File: config.mk
export PLATFORM = sky130hd
export DESIGN_NAME = cram_cfg_loader_flat
export DESIGN_NICKNAME = d
export VERILOG_FILES = /design/src/rtl/cram_cfg_loader_if.sv /design/src/rtl/cram_cfg_loader.sv /design/src/flat_wrapper.sv
export SDC_FILE = /design/constraint.sdc
export NUM_CORES = 1
export LEC_CHECK = 0
export CORE_MARGIN = 1.5
export CORE_UTILIZATION = 56
export DETAILED_ROUTE_END_ITERATION = 10
export GPL_TIMING_DRIVEN = 1
export HOLD_SLACK_MARGIN = 0.06
export PLACE_DENSITY = 0.79
export SYNTH_ARGS = -nofsm -noshare
export SYNTH_HDL_FRONTEND = slang
export SYNTH_SLANG_ARGS = --single-unit
File: constraint.sdc
create_clock -name clk -period 4.6 [get_ports clk]
set_input_delay 0.92 -clock clk [delete_from_list [all_inputs] [get_ports clk]]
set_output_delay 0.92 -clock clk [all_outputs]
set_load 0.02 [all_outputs]
File: src/rtl/cram_cfg_loader_if.sv
// Bitstream word handshake between the SoC-side source (master) and the CRAM loader (slave).
interface cram_cfg_loader_if #(
  parameter int unsigned WORD_W = 32
);
  logic              word_valid;
  logic [WORD_W-1:0] word_data;
  logic              word_ready;

  modport master (output word_valid, output word_data, input word_ready);
  modport slave  (input word_valid, input word_data, output word_ready);
endinterface

File: src/rtl/cram_cfg_loader.sv
// Serialises bitstream words LSB-first into the fabric CRAM chain, stopping after CHAIN_LEN bits.
// Optional CRC-16-CCITT of the transmitted bits when CFG_LOADER_CRC_EN is defined.
module cram_cfg_loader #(
  parameter int unsigned WORD_W    = 32,
  parameter int unsigned CHAIN_LEN = 4096,
  parameter int unsigned CNT_W     = $clog2(CHAIN_LEN + 1)
) (
  input  logic                    clk,
  input  logic                    nrst,
  input  logic                    start,
  input  logic                    abort,
  cram_cfg_loader_if.slave        wbus,
  output logic                    cfg_en,
  output logic                    cfg_data,
  output logic                    busy,
  output logic                    done,
  output logic [15:0]             crc
);
  localparam int unsigned WB_W = $clog2(WORD_W + 1);

  typedef enum logic [1:0] {S_IDLE, S_FETCH, S_SHIFT, S_DONE} state_t;

  state_t            r_state, w_state_nxt;
  logic [WORD_W-1:0] r_shreg;
  logic [WB_W-1:0]   r_wbits;
  logic [WB_W-1:0]   w_wbits_load;
  logic [CNT_W-1:0]  r_sent;
  logic [CNT_W-1:0]  w_sent_base;
  logic [CNT_W-1:0]  w_rem;
  logic              w_last_bit;
  logic              w_last_chain;
  logic              w_ready;
  logic              w_load;
  logic              w_start_ok;

  assign w_last_bit   = (r_wbits == WB_W'(1));
  assign w_last_chain = (r_sent == CNT_W'(CHAIN_LEN - 1));
  assign w_start_ok   = (r_state == S_IDLE) && start && !abort;

  // A reload on the last bit of a word must account for the bit leaving this cycle.
  assign w_sent_base  = (r_state == S_SHIFT) ? (r_sent + CNT_W'(1)) : r_sent;
  assign w_rem        = CNT_W'(CHAIN_LEN) - w_sent_base;
  assign w_wbits_load = (32'(w_rem) >= WORD_W) ? WB_W'(WORD_W) : WB_W'(w_rem);

  always_ff @(posedge clk) begin
    if (!nrst) begin
      r_state <= S_IDLE;
    end else begin
      r_state <= w_state_nxt;
    end
  end

  always_comb begin
    w_state_nxt = r_state;
    w_ready     = 1'b0;
    case (r_state)
      S_IDLE: begin
        if (start && !abort) w_state_nxt = S_FETCH;
      end
      S_FETCH: begin
        w_ready = 1'b1;
        if (abort)                 w_state_nxt = S_IDLE;
        else if (wbus.word_valid)  w_state_nxt = S_SHIFT;
      end
      S_SHIFT: begin
        w_ready = w_last_bit && !w_last_chain;
        if (abort) begin
          w_state_nxt = S_IDLE;
        end else if (w_last_bit) begin
          if (w_last_chain)          w_state_nxt = S_DONE;
          else if (!wbus.word_valid) w_state_nxt = S_FETCH;
        end
      end
      S_DONE: begin
        w_state_nxt = S_IDLE;
      end
      default: begin
        w_state_nxt = S_IDLE;
      end
    endcase
  end

  assign wbus.word_ready = w_ready;
  assign w_load          = wbus.word_valid && w_ready && !abort;

  assign cfg_en   = (r_state == S_SHIFT);
  assign cfg_data = cfg_en & r_shreg[0];
  assign busy     = (r_state != S_IDLE);
  assign done     = (r_state == S_DONE);

  always_ff @(posedge clk) begin
    if (!nrst) begin
      r_shreg <= '0;
      r_wbits <= '0;
      r_sent  <= '0;
    end else begin
      if (w_start_ok) r_sent <= '0;
      if (r_state == S_SHIFT) begin
        r_shreg <= r_shreg >> 1;
        r_wbits <= r_wbits - WB_W'(1);
        r_sent  <= r_sent + CNT_W'(1);
      end
      if (w_load) begin
        r_shreg <= wbus.word_data;
        r_wbits <= w_wbits_load;
      end
    end
  end

`ifdef CFG_LOADER_CRC_EN
  logic [15:0] r_crc;
  logic        w_fb;

  assign w_fb = r_crc[15] ^ r_shreg[0];

  always_ff @(posedge clk) begin
    if (!nrst) begin
      r_crc <= '0;
    end else if (w_start_ok) begin
      r_crc <= '1;
    end else if (r_state == S_SHIFT) begin
      r_crc <= {r_crc[14:0], 1'b0} ^ (w_fb ? 16'h1021 : 16'h0000);
    end
  end

  assign crc = r_crc;
`else
  assign crc = '0;
`endif

endmodule
File: src/flat_wrapper.sv
// flat-port wrapper written by rule: the top's interface ports become plain ports
module cram_cfg_loader_flat 
#(
  parameter int unsigned WORD_W    = 32,
  parameter int unsigned CHAIN_LEN = 4096,
  parameter int unsigned CNT_W     = $clog2(CHAIN_LEN + 1)
)
  (clk, nrst, start, abort, cfg_en, cfg_data, busy, done, crc, wbus_word_valid, wbus_word_data, wbus_word_ready);
  cram_cfg_loader_if #(.WORD_W(WORD_W)) wbus_i ();
  input  logic clk;
  input  logic nrst;
  input  logic start;
  input  logic abort;
  output logic cfg_en;
  output logic cfg_data;
  output logic busy;
  output logic done;
  output logic [15:0] crc;
  input wire logic [$bits(wbus_i.word_valid)-1:0] wbus_word_valid;
  input wire logic [$bits(wbus_i.word_data)-1:0] wbus_word_data;
  output wire logic [$bits(wbus_i.word_ready)-1:0] wbus_word_ready;
  assign wbus_i.word_valid = wbus_word_valid;
  assign wbus_i.word_data = wbus_word_data;
  assign wbus_word_ready = wbus_i.word_ready;
  cram_cfg_loader #(.WORD_W(WORD_W), .CHAIN_LEN(CHAIN_LEN), .CNT_W(CNT_W)) u_core (.clk(clk), .nrst(nrst), .start(start), .abort(abort), .wbus(wbus_i), .cfg_en(cfg_en), .cfg_data(cfg_data), .busy(busy), .done(done), .crc(crc));
endmodule
**Yosys cells after proc, flatten, opt, wreduce, memory -nomap -nowiden**

Index checks and enable logic that the tools add are counted.

- Register bits after elaboration: 53
- Memories: 0
- Bits in writable memories: 0
- ROM bits: 0
- Output and inout port bits: 21
- Input bits: 37
- Latch bits: 0
- Word-level logic and storage cells: 48

- Shift-type cells: 0
- Equality and inequality tests: 9
- Add/subtract/negate cells: 3
- Multipliers: 0
- Bitwise operators: 1
- Reductions and logical operators: 13
- Divide/modulo/power cells: 0
- Mux-type cells: 17
- Magnitude comparators: 1

Operators by type and width:

| operator | number |
|---|---|
| 32-bit 2-to-1 mux | 2 |
| 13-bit 2-to-1 mux | 3 |
| 6-bit 2-to-1 mux | 3 |
| 2-bit 2-to-1 mux | 7 |
| 13-bit by 1-bit adder with 13-bit output (second input constant) | 1 |
| 13-bit by 12-bit == test with 1-bit output (second input constant) | 1 |
| 13-bit by 6-bit >= comparator with 1-bit output (second input constant) | 1 |
| 13-bit subtractor (first input constant) | 1 |
| 2-bit case mux with 4 select lines | 1 |
| 6-bit by 1-bit == test with 1-bit output (second input constant) | 1 |
| 1-bit logical AND | 6 |
| 3-bit != test (second input constant) | 2 |
| 2-bit nonzero test | 3 |
| 6-bit by 1-bit subtractor with 6-bit output (second input constant) | 1 |
| 2-bit == test (second input constant) | 2 |
| 4-bit != test (second input constant) | 1 |
| 4-bit AND reduction | 1 |
| 2-bit by 1-bit == test with 1-bit output (second input constant) | 1 |
| 1-bit logical NOT | 2 |
| 2-bit logical NOT | 1 |
| 2-bit != test (second input constant) | 1 |
| 1-bit case mux with 2 select lines | 1 |
| 1-bit AND | 1 |

**Logic depth before layout (Yosys ltp)**

Gate-level depths: netlist of run 1.

- Depth in word-level cells: 7
- Mapped depth: 13
- Gate-level depth less buffers: 11

**Worst setup path before layout of run 1**

No wires, ideal clock.

- Path type: register to register
- From: register u_core.r_state[0]
- To: register u_core.r_wbits[5]
- Arrival: 2.861 ns
- Clock period less this slack: 2.977 ns
- Required time: 4.484 ns
- Path slack: 1.623 ns
- Cell stages (with the launch flop): 13
- Path buffers: 3
- Setup time: 0.116 ns
- Cell sequence: dfxtp_1 > inv_1 > ha_1 > buf_2 > clkbuf_1 > clkbuf_1 > a21oi_1 > ha_1 > nand3_1 > o2111ai_1 > a211oi_2 > nand2_1 > o211a_1

- Cells in the longest elaborated chain, start to end: 6
- Elaborated cells on any way between the ends: 11
- Classes of those cells: add/sub: 1; order compare: 1; eq/ne: 2; mux: 4; reduce/logical: 3

Ends and longest elaborated chain:

| element | line | text |
|---|---|---|
| start, declared | cram_cfg_loader.sv:23 | `state_t r_state, w_state_nxt;` |
| start signal, assigned | cram_cfg_loader.sv:49 | `r_state <= w_state_nxt;` |
| 2-bit == test * | -- |  |
| via cfg_en | flat_wrapper.sv:14 | `output logic cfg_en;` |
| 13-bit 2-to-1 mux | cram_cfg_loader.sv:41 | `assign w_sent_base = (r_state == S_SHIFT) ? (r_sent + CNT_W'(1)) : r_sent;` |
| 13-bit subtractor | cram_cfg_loader.sv:42 | `assign w_rem = CNT_W'(CHAIN_LEN) - w_sent_base;` |
| 13-bit by 6-bit >= comparator with 1-bit output | cram_cfg_loader.sv:43 | `assign w_wbits_load = (32'(w_rem) >= WORD_W) ? WB_W'(WORD_W) : WB_W'(w_rem);` |
| 6-bit 2-to-1 mux | cram_cfg_loader.sv:43 |  |
| 6-bit 2-to-1 mux | cram_cfg_loader.sv:103 | `if (w_load) begin` |
| end signal, assigned | cram_cfg_loader.sv:100 | `r_wbits <= r_wbits - WB_W'(1);` |
| end signal, assigned | cram_cfg_loader.sv:105 | `r_wbits <= w_wbits_load;` |
| end, declared | cram_cfg_loader.sv:25 | `logic [WB_W-1:0] r_wbits;` |

Mark *: on every way through the listed nets, which the timed path passes. The rest lies on a longest branch.
A chain may end at the register's enable or synchronous reset.

**Final worst setup path of run 1**

- From: register u_core.r_sent[0]
- To: output wbus_word_ready

- Cells in the longest elaborated chain, start to end: 4

Ends and longest elaborated chain:

| element | line | text |
|---|---|---|
| start, declared | cram_cfg_loader.sv:27 | `logic [CNT_W-1:0] r_sent;` |
| start signal, assigned | cram_cfg_loader.sv:101 | `r_sent <= r_sent + CNT_W'(1);` |
| 13-bit by 12-bit == test with 1-bit output | cram_cfg_loader.sv:37 | `assign w_last_chain = (r_sent == CNT_W'(CHAIN_LEN - 1));` |
| 1-bit logical NOT | cram_cfg_loader.sv:66 | `w_ready = w_last_bit && !w_last_chain;` |
| 1-bit logical AND | cram_cfg_loader.sv:66 |  |
| 1-bit case mux with 2 select lines | cram_cfg_loader.sv:56 | `case (r_state)` |
| end, declared | flat_wrapper.sv:21 | `output wire logic [$bits(wbus_i.word_ready)-1:0] wbus_word_ready;` |

Every way passes these cells.

==> out/qor.csv, run 1 <==
metric,value,unit
maximum vdd drop,164,µV
P&R area growth vs syn,12.0,%
Synth area leaders,"dfxtp_1, mux2i_1, o211a_1",
"setup slack, reg-to-reg",1.12,ns
CTS resizes,0,
vias in the first global route,2569,
die height,82.5,µm
RSZ-0062 raised after global routing,false,
Fillers,542,
"Power, Total",870,µW
"Slew Viols, Final",0,
GPL Wtd Cong,0.918,
Placeable Area,0.00603,mm²
IO buf count,41,
Worst Path Arrival,3.04,ns
via count,2963,
H-tree Lvls,2,
clock skew,0.00728,ns
CP max stage delay,0.54,ns
CP Buf/Inv Count,1,
f_max,252,MHz
CP startpoint kind,register,
Setup Viol. Count Final,0,
worst hold-check path type,reg -> reg,
Initial Util,58.8,%
Max-slew headroom,32.3,%
"Max FO, Critical Path",16,
WS Path Type,reg -> out,
"CTS clk-pin slew, worst paths",0.10,ns
Mapped Area,0.00354,mm²
register bit total from synthesis,53,
setup TNS,0,ns
die area,0.00681,mm²
layout cells sized above 1,6.48,%
Num CTS Buffers,5,
top cell type's share of synthesized area,30.0,%
"delay-heaviest family, CP",simple AND/OR/NAND/NOR gates,
initial drt markers,269,
clk buf depth,2,
nets@finish,478,
Wirelength per Cell,14.3,µm
WHS,0.520,ns
Initial DRT Pass Iterations,5,
Cells after Synth,412,
# clock sinks,53,
Post-synth EDFFs,0,
CP max stage cell,ha_1,
most area-hungry cell type in the Yosys netlist,dfxtp_1,
Finished Layout Cells,507,
Max Cap Viol,0,
DPL Wire Length,5110,µm
Final Hold Fails,0,
post-synth cell types,60,
global-route wire length before repair,11700,µm
leakage power,0.00184,µW
post-layout min period,3.96,ns
grt ovf,0,
Post-Route WL,7230,µm
Slew @ Worst Pin,0.990,ns
asr flop ratio synth,0,%
Die X,82.5,µm
CTS Hold Buffers Added,0,
via/cell ratio,5.84,
power density cells,219,mW/mm²
outcome,"complete, no violations",
CTS tree,built,
clock latency on the worst-skew pair,0.31,ns
Crit path required time,3.68,ns
setup repair bufs after CTS,0,
std cell rows,28,
top-count cell post-synth,dfxtp_1,
CTS root buf,clkbuf_8,
GRT Overall Usage,22.1,%
post-synthesis sequential area ratio,30.0,%
"Critical Path, Cell by Cell","ha_1, nand3_1, or3_1, o211a_1, o21a_1, clkdlybuf4s50_1",
# placed instances,499,
initial antenna violation count,0,
Syn Area/Cell,8.59,µm²
Synth Flop Type,dfxtp_1,
Ys Warns,0,
antenna cells,0,
Crit. End Element,output pin,
Remaining DRCs,0,
fin crit share,86.2,%
largest net degree at the start of global routing,59,
ANT nets after route,0,
"top cells by count, synth","dfxtp_1, nand2_1, mux2i_1, o211a_1, clkbuf_1",
Ports,58,
[per-layer routing]
metal  vias to the layer above  GRT usage, %  wire [µm]
met5                         -             0          0
met4                         0          5.83        110
met3                        12          3.96        313
met2                        70          36.2       3440
met1                      1375          30.0       3370
li1                       1506             -          -
[registers in the layout (all words and copies together), names as in the netlist]
register / cells
u_core.r_shreg: 32
u_core.r_sent: 13
u_core.r_state: 2
u_core.r_wbits: 6
[where the power goes]
part | switching [µW] | internal [µW]
clock | 157 | 109
sequential | 6.66 | 470
combinational | 67.9 | 60.5
[logic make-up after synthesis]
group / synth area share (%)
buffers and inverters: 8.76
adder cells (fa/ha/maj): 3.53
AO/OA/AOI/OAI: 21.9
AND/OR/NAND/NOR: 22.1
other: 0.106
XOR/XNOR: 3.92
flip-flops: 30.0
multiplexers: 9.75
[cell usage in the layout, fill, tap and decap left out, types with 13 or more instances in the layout]
master / instances
dfxtp_1: 53
nand2_1: 48
clkdlybuf4s50_1: 40
o211a_1: 33
mux2i_1: 33
o21ai_0: 19
conb_1: 16
inv_1: 15
nor2_1: 15
nand3_1: 13
[tightest hold or removal path, delay by kind of cell, from the launching register on]
family             cells  cell delay, ns
and+or+nand+nor        1            0.06
AOI/OAI and AO/OA      1            0.07
DFF                    1            0.35
[per-stage QoR]
stage	setup WS [ns]	area (µm²)	utilization [%]
global placement	1.08	3880	64.4
global route	0.460	3970	65.8
floorplan	1.62	3600	-
CTS	0.661	3970	65.8
finish	0.637	3970	65.8
detailed placement	1.02	3880	64.4
[worst paths after layout]
kind | start | end | cells past startpoint
min reg2reg | u_core.r_state[1] | u_core.r_state[1] | 2
max reg2reg | u_core.r_state[0] | u_core.r_wbits[2] | 9
max | u_core.r_sent[0] | wbus_word_ready | 6
min | u_core.r_state[1] | u_core.r_state[1] | 2
[cell type report]
class	instances	area (µm²)	area share, %
clock buffer	6	72.6	1.83
clock inverter	2	13.8	0.347
inverter	15	56.3	1.42
multi-input combinational	312	2240	56.5
sequential	53	1060	26.8
tap	75	93.8	2.37
timing repair buffer	44	428	10.8
No activity file was read; power rests on OpenSTA's default activity.
==> run 2, diff against run 1 <==
--- a/config.mk
+++ b/config.mk
@@ -9,7 +9,7 @@
 export CORE_UTILIZATION = 56
 export DETAILED_ROUTE_END_ITERATION = 10
 export GPL_TIMING_DRIVEN = 1
-export HOLD_SLACK_MARGIN = 0.06
+export HOLD_SLACK_MARGIN = 0.05
 export PLACE_DENSITY = 0.79
 export SYNTH_ARGS = -nofsm -noshare
 export SYNTH_HDL_FRONTEND = slang
==> results of run 2 <==
Final layout, timing and power as in run 1 (identical DEF).
==> run 3, diff against run 2 <==
--- a/config.mk
+++ b/config.mk
@@ -5,7 +5,6 @@
 export SDC_FILE = /design/constraint.sdc
 export NUM_CORES = 1
 export LEC_CHECK = 0
-export CORE_MARGIN = 1.5
 export CORE_UTILIZATION = 56
 export DETAILED_ROUTE_END_ITERATION = 10
 export GPL_TIMING_DRIVEN = 1
==> run 3 against run 2 <==
  * Routed wire length rose by 1.3%
  * Clock skew rose by 0.0034 ns
  * Sequential power barely moved
  * Count of clock-buffer cells in the layout fell by 1
  * Maximum frequency fell by 0.75%
  * Non-clock buffer count rose by 1
  * Register-to-register slack barely moved
  * Sequential share of layout area fell by 0.23 points
  * Worst hold slack improved by 0.0099 ns
  * Cell count rose by 0.20%
  * Cell area rose by 0.85%
  * Highest routed layer unchanged
==> out/qor.csv, run 3 (synthesis results as in run 1) <==
metric,value,unit
CP startpoint kind,register,
GPL Wtd Cong,0.856,
vias in the first global route,2615,
post-layout min period,3.99,ns
crit path to,wbus_word_ready,
initial drt markers,205,
Worst Setup SP,u_core.r_sent[1],
grt ovf,0,
via count,2962,
Initial DRT Pass Iterations,4,
Area after DPL,0.00389,mm²
RSZ-0062 raised after global routing,false,
Max-slew headroom,30.4,%
"Max FO, Critical Path",16,
Remaining DRCs,0,
outcome,"complete, no violations",
Wirelength per Cell,14.4,µm
CP max stage cell,ha_1,
Post-Route WL,7320,µm
"Critical Path, Cell by Cell","ha_1, nand3_1, or3_1, o211a_1, o21a_1, clkdlybuf4s50_1",
"Slew Viols, Final",0,
worst reg2reg endpoint,u_core.r_shreg[31],
# clock sinks,53,
global-route wire length before repair,12200,µm
Initial Util,58.8,%
IO buf count,41,
Num CTS Buffers,5,
WHS Path Cells,2,
biggest regs,"u_core.r_shreg x32, u_core.r_sent x13, u_core.r_wbits x6",
clock skew,0.0107,ns
GRT Overall Usage,23.5,%
CP Depth,6,
Die X,81.5,µm
largest net degree at the start of global routing,59,
setup repair bufs after CTS,0,
"delay-heaviest family, CP",simple AND/OR/NAND/NOR gates,
setup TNS,0,ns
die height,81.5,µm
antenna cells,0,
CTS resizes,0,
ANT nets after route,0,
layout cells sized above 1,6.93,%
leakage power,0.00185,µW
Max Cap Viol,0,
CTS Hold Buffers Added,0,
die area,0.00664,mm²
CP Buf/Inv Count,1,
P&R area growth vs syn,12.9,%
RR Startpoint,u_core.r_sent[1],
Crit path required time,3.68,ns
"CTS clk-pin slew, worst paths",0.10,ns
fin crit share,86.8,%
WS Path Type,reg -> out,
clock latency on the worst-skew pair,0.31,ns
H-tree Lvls,2,
Crit. End Element,output pin,
CTS tree,built,
"commonest non-fill, non-tap cell in the layout",dfxtp_1,
Setup Viol. Count Final,0,
largest register by flop count,u_core.r_shreg,
fin area,0.00400,mm²
f_max,250,MHz
DPL Wire Length,5020,µm
initial antenna violation count,0,
Slew @ Worst Pin,1.04,ns
worst r2r path cells,9,
Worst Path Arrival,3.07,ns
power density cells,233,mW/mm²
WHS,0.530,ns
maximum vdd drop,210,µV
CP max stage delay,0.56,ns
max reg flops,32,
Ports,58,
std cell rows,28,
worst hold-check path type,reg -> reg,
nets@finish,479,
most frequent cells in the layout,"dfxtp_1, nand2_1, clkdlybuf4s50_1",
CTS root buf,clkbuf_8,
"setup slack, reg-to-reg",1.11,ns
via/cell ratio,5.83,
Final Hold Fails,0,
Placeable Area,0.00603,mm²
clk buf depth,2,
[run 3: cell types whose count changed in the layout (fill, tap and decap cells not counted), sizes merged]
| cell | change |
|---|---|
| buf | +1 |
| bufinv | +1 |
| clkbuf | -1 |
[run 3: metal layers]
metal	GRT usage, %	up-vias	part of all wire (%)
met4	6.07	0	0.75
met1	32.4	1366	46
li1	-	1507	-
met5	0	-	0
met3	3.67	5	5.3
met2	37.9	84	48
[run 3: where the power goes]
| group | switching [µW] | internal, µW |
|---|---|---|
| clock network | 165 | 164 |
| registers | 6.64 | 470 |
| logic | 68.4 | 60.5 |
| total | 240 | 694 |
[run 3: cell type report]
cell class	instances	area, µm²
flip-flops and latches	53	1060
well taps	75	93.8
inverters	15	56.3
repair buffers	45	435
clock inverters	3	43.8
multi-input cells	312	2240
clock buffers	5	68.8
fillers	534	2030
[run 3: how the worst min path moves through the flow]
| stage | start | endpoint | slack (ns) |
|---|---|---|---|
| finish | u_core.r_state[1] | u_core.r_state[1] | 0.53 |
| global route | u_core.r_state[1] | u_core.r_state[1] | 0.60 |
| CTS | u_core.r_state[1] | u_core.r_state[1] | 0.53 |
| detailed placement | u_core.r_state[1] | u_core.r_state[1] | 0.52 |
| global placement | u_core.r_state[1] | u_core.r_state[1] | 0.50 |
| floorplan | u_core.r_state[1] | u_core.r_state[1] | 0.48 |
[run 3: worst min-delay path: cells and delay by family (launching register included)]
| kind | cells | cell delay [ns] |
|---|---|---|
| compound gates | 1 | 0.07 |
| simple gates | 1 | 0.06 |
| flops | 1 | 0.35 |
[run 3: metrics by stage]
stage / total power, µW / util (%) / worst slack (ns) / cells
floorplan: 573 / - / 1.62 / 427
global placement: 613 / 64.5 / 1.06 / 500
detailed placement: 615 / 64.5 / 0.980 / 500
CTS: 941 / 66.4 / 0.639 / 508
global route: 976 / 66.4 / 0.423 / 508
finish: 934 / 66.4 / 0.607 / 508
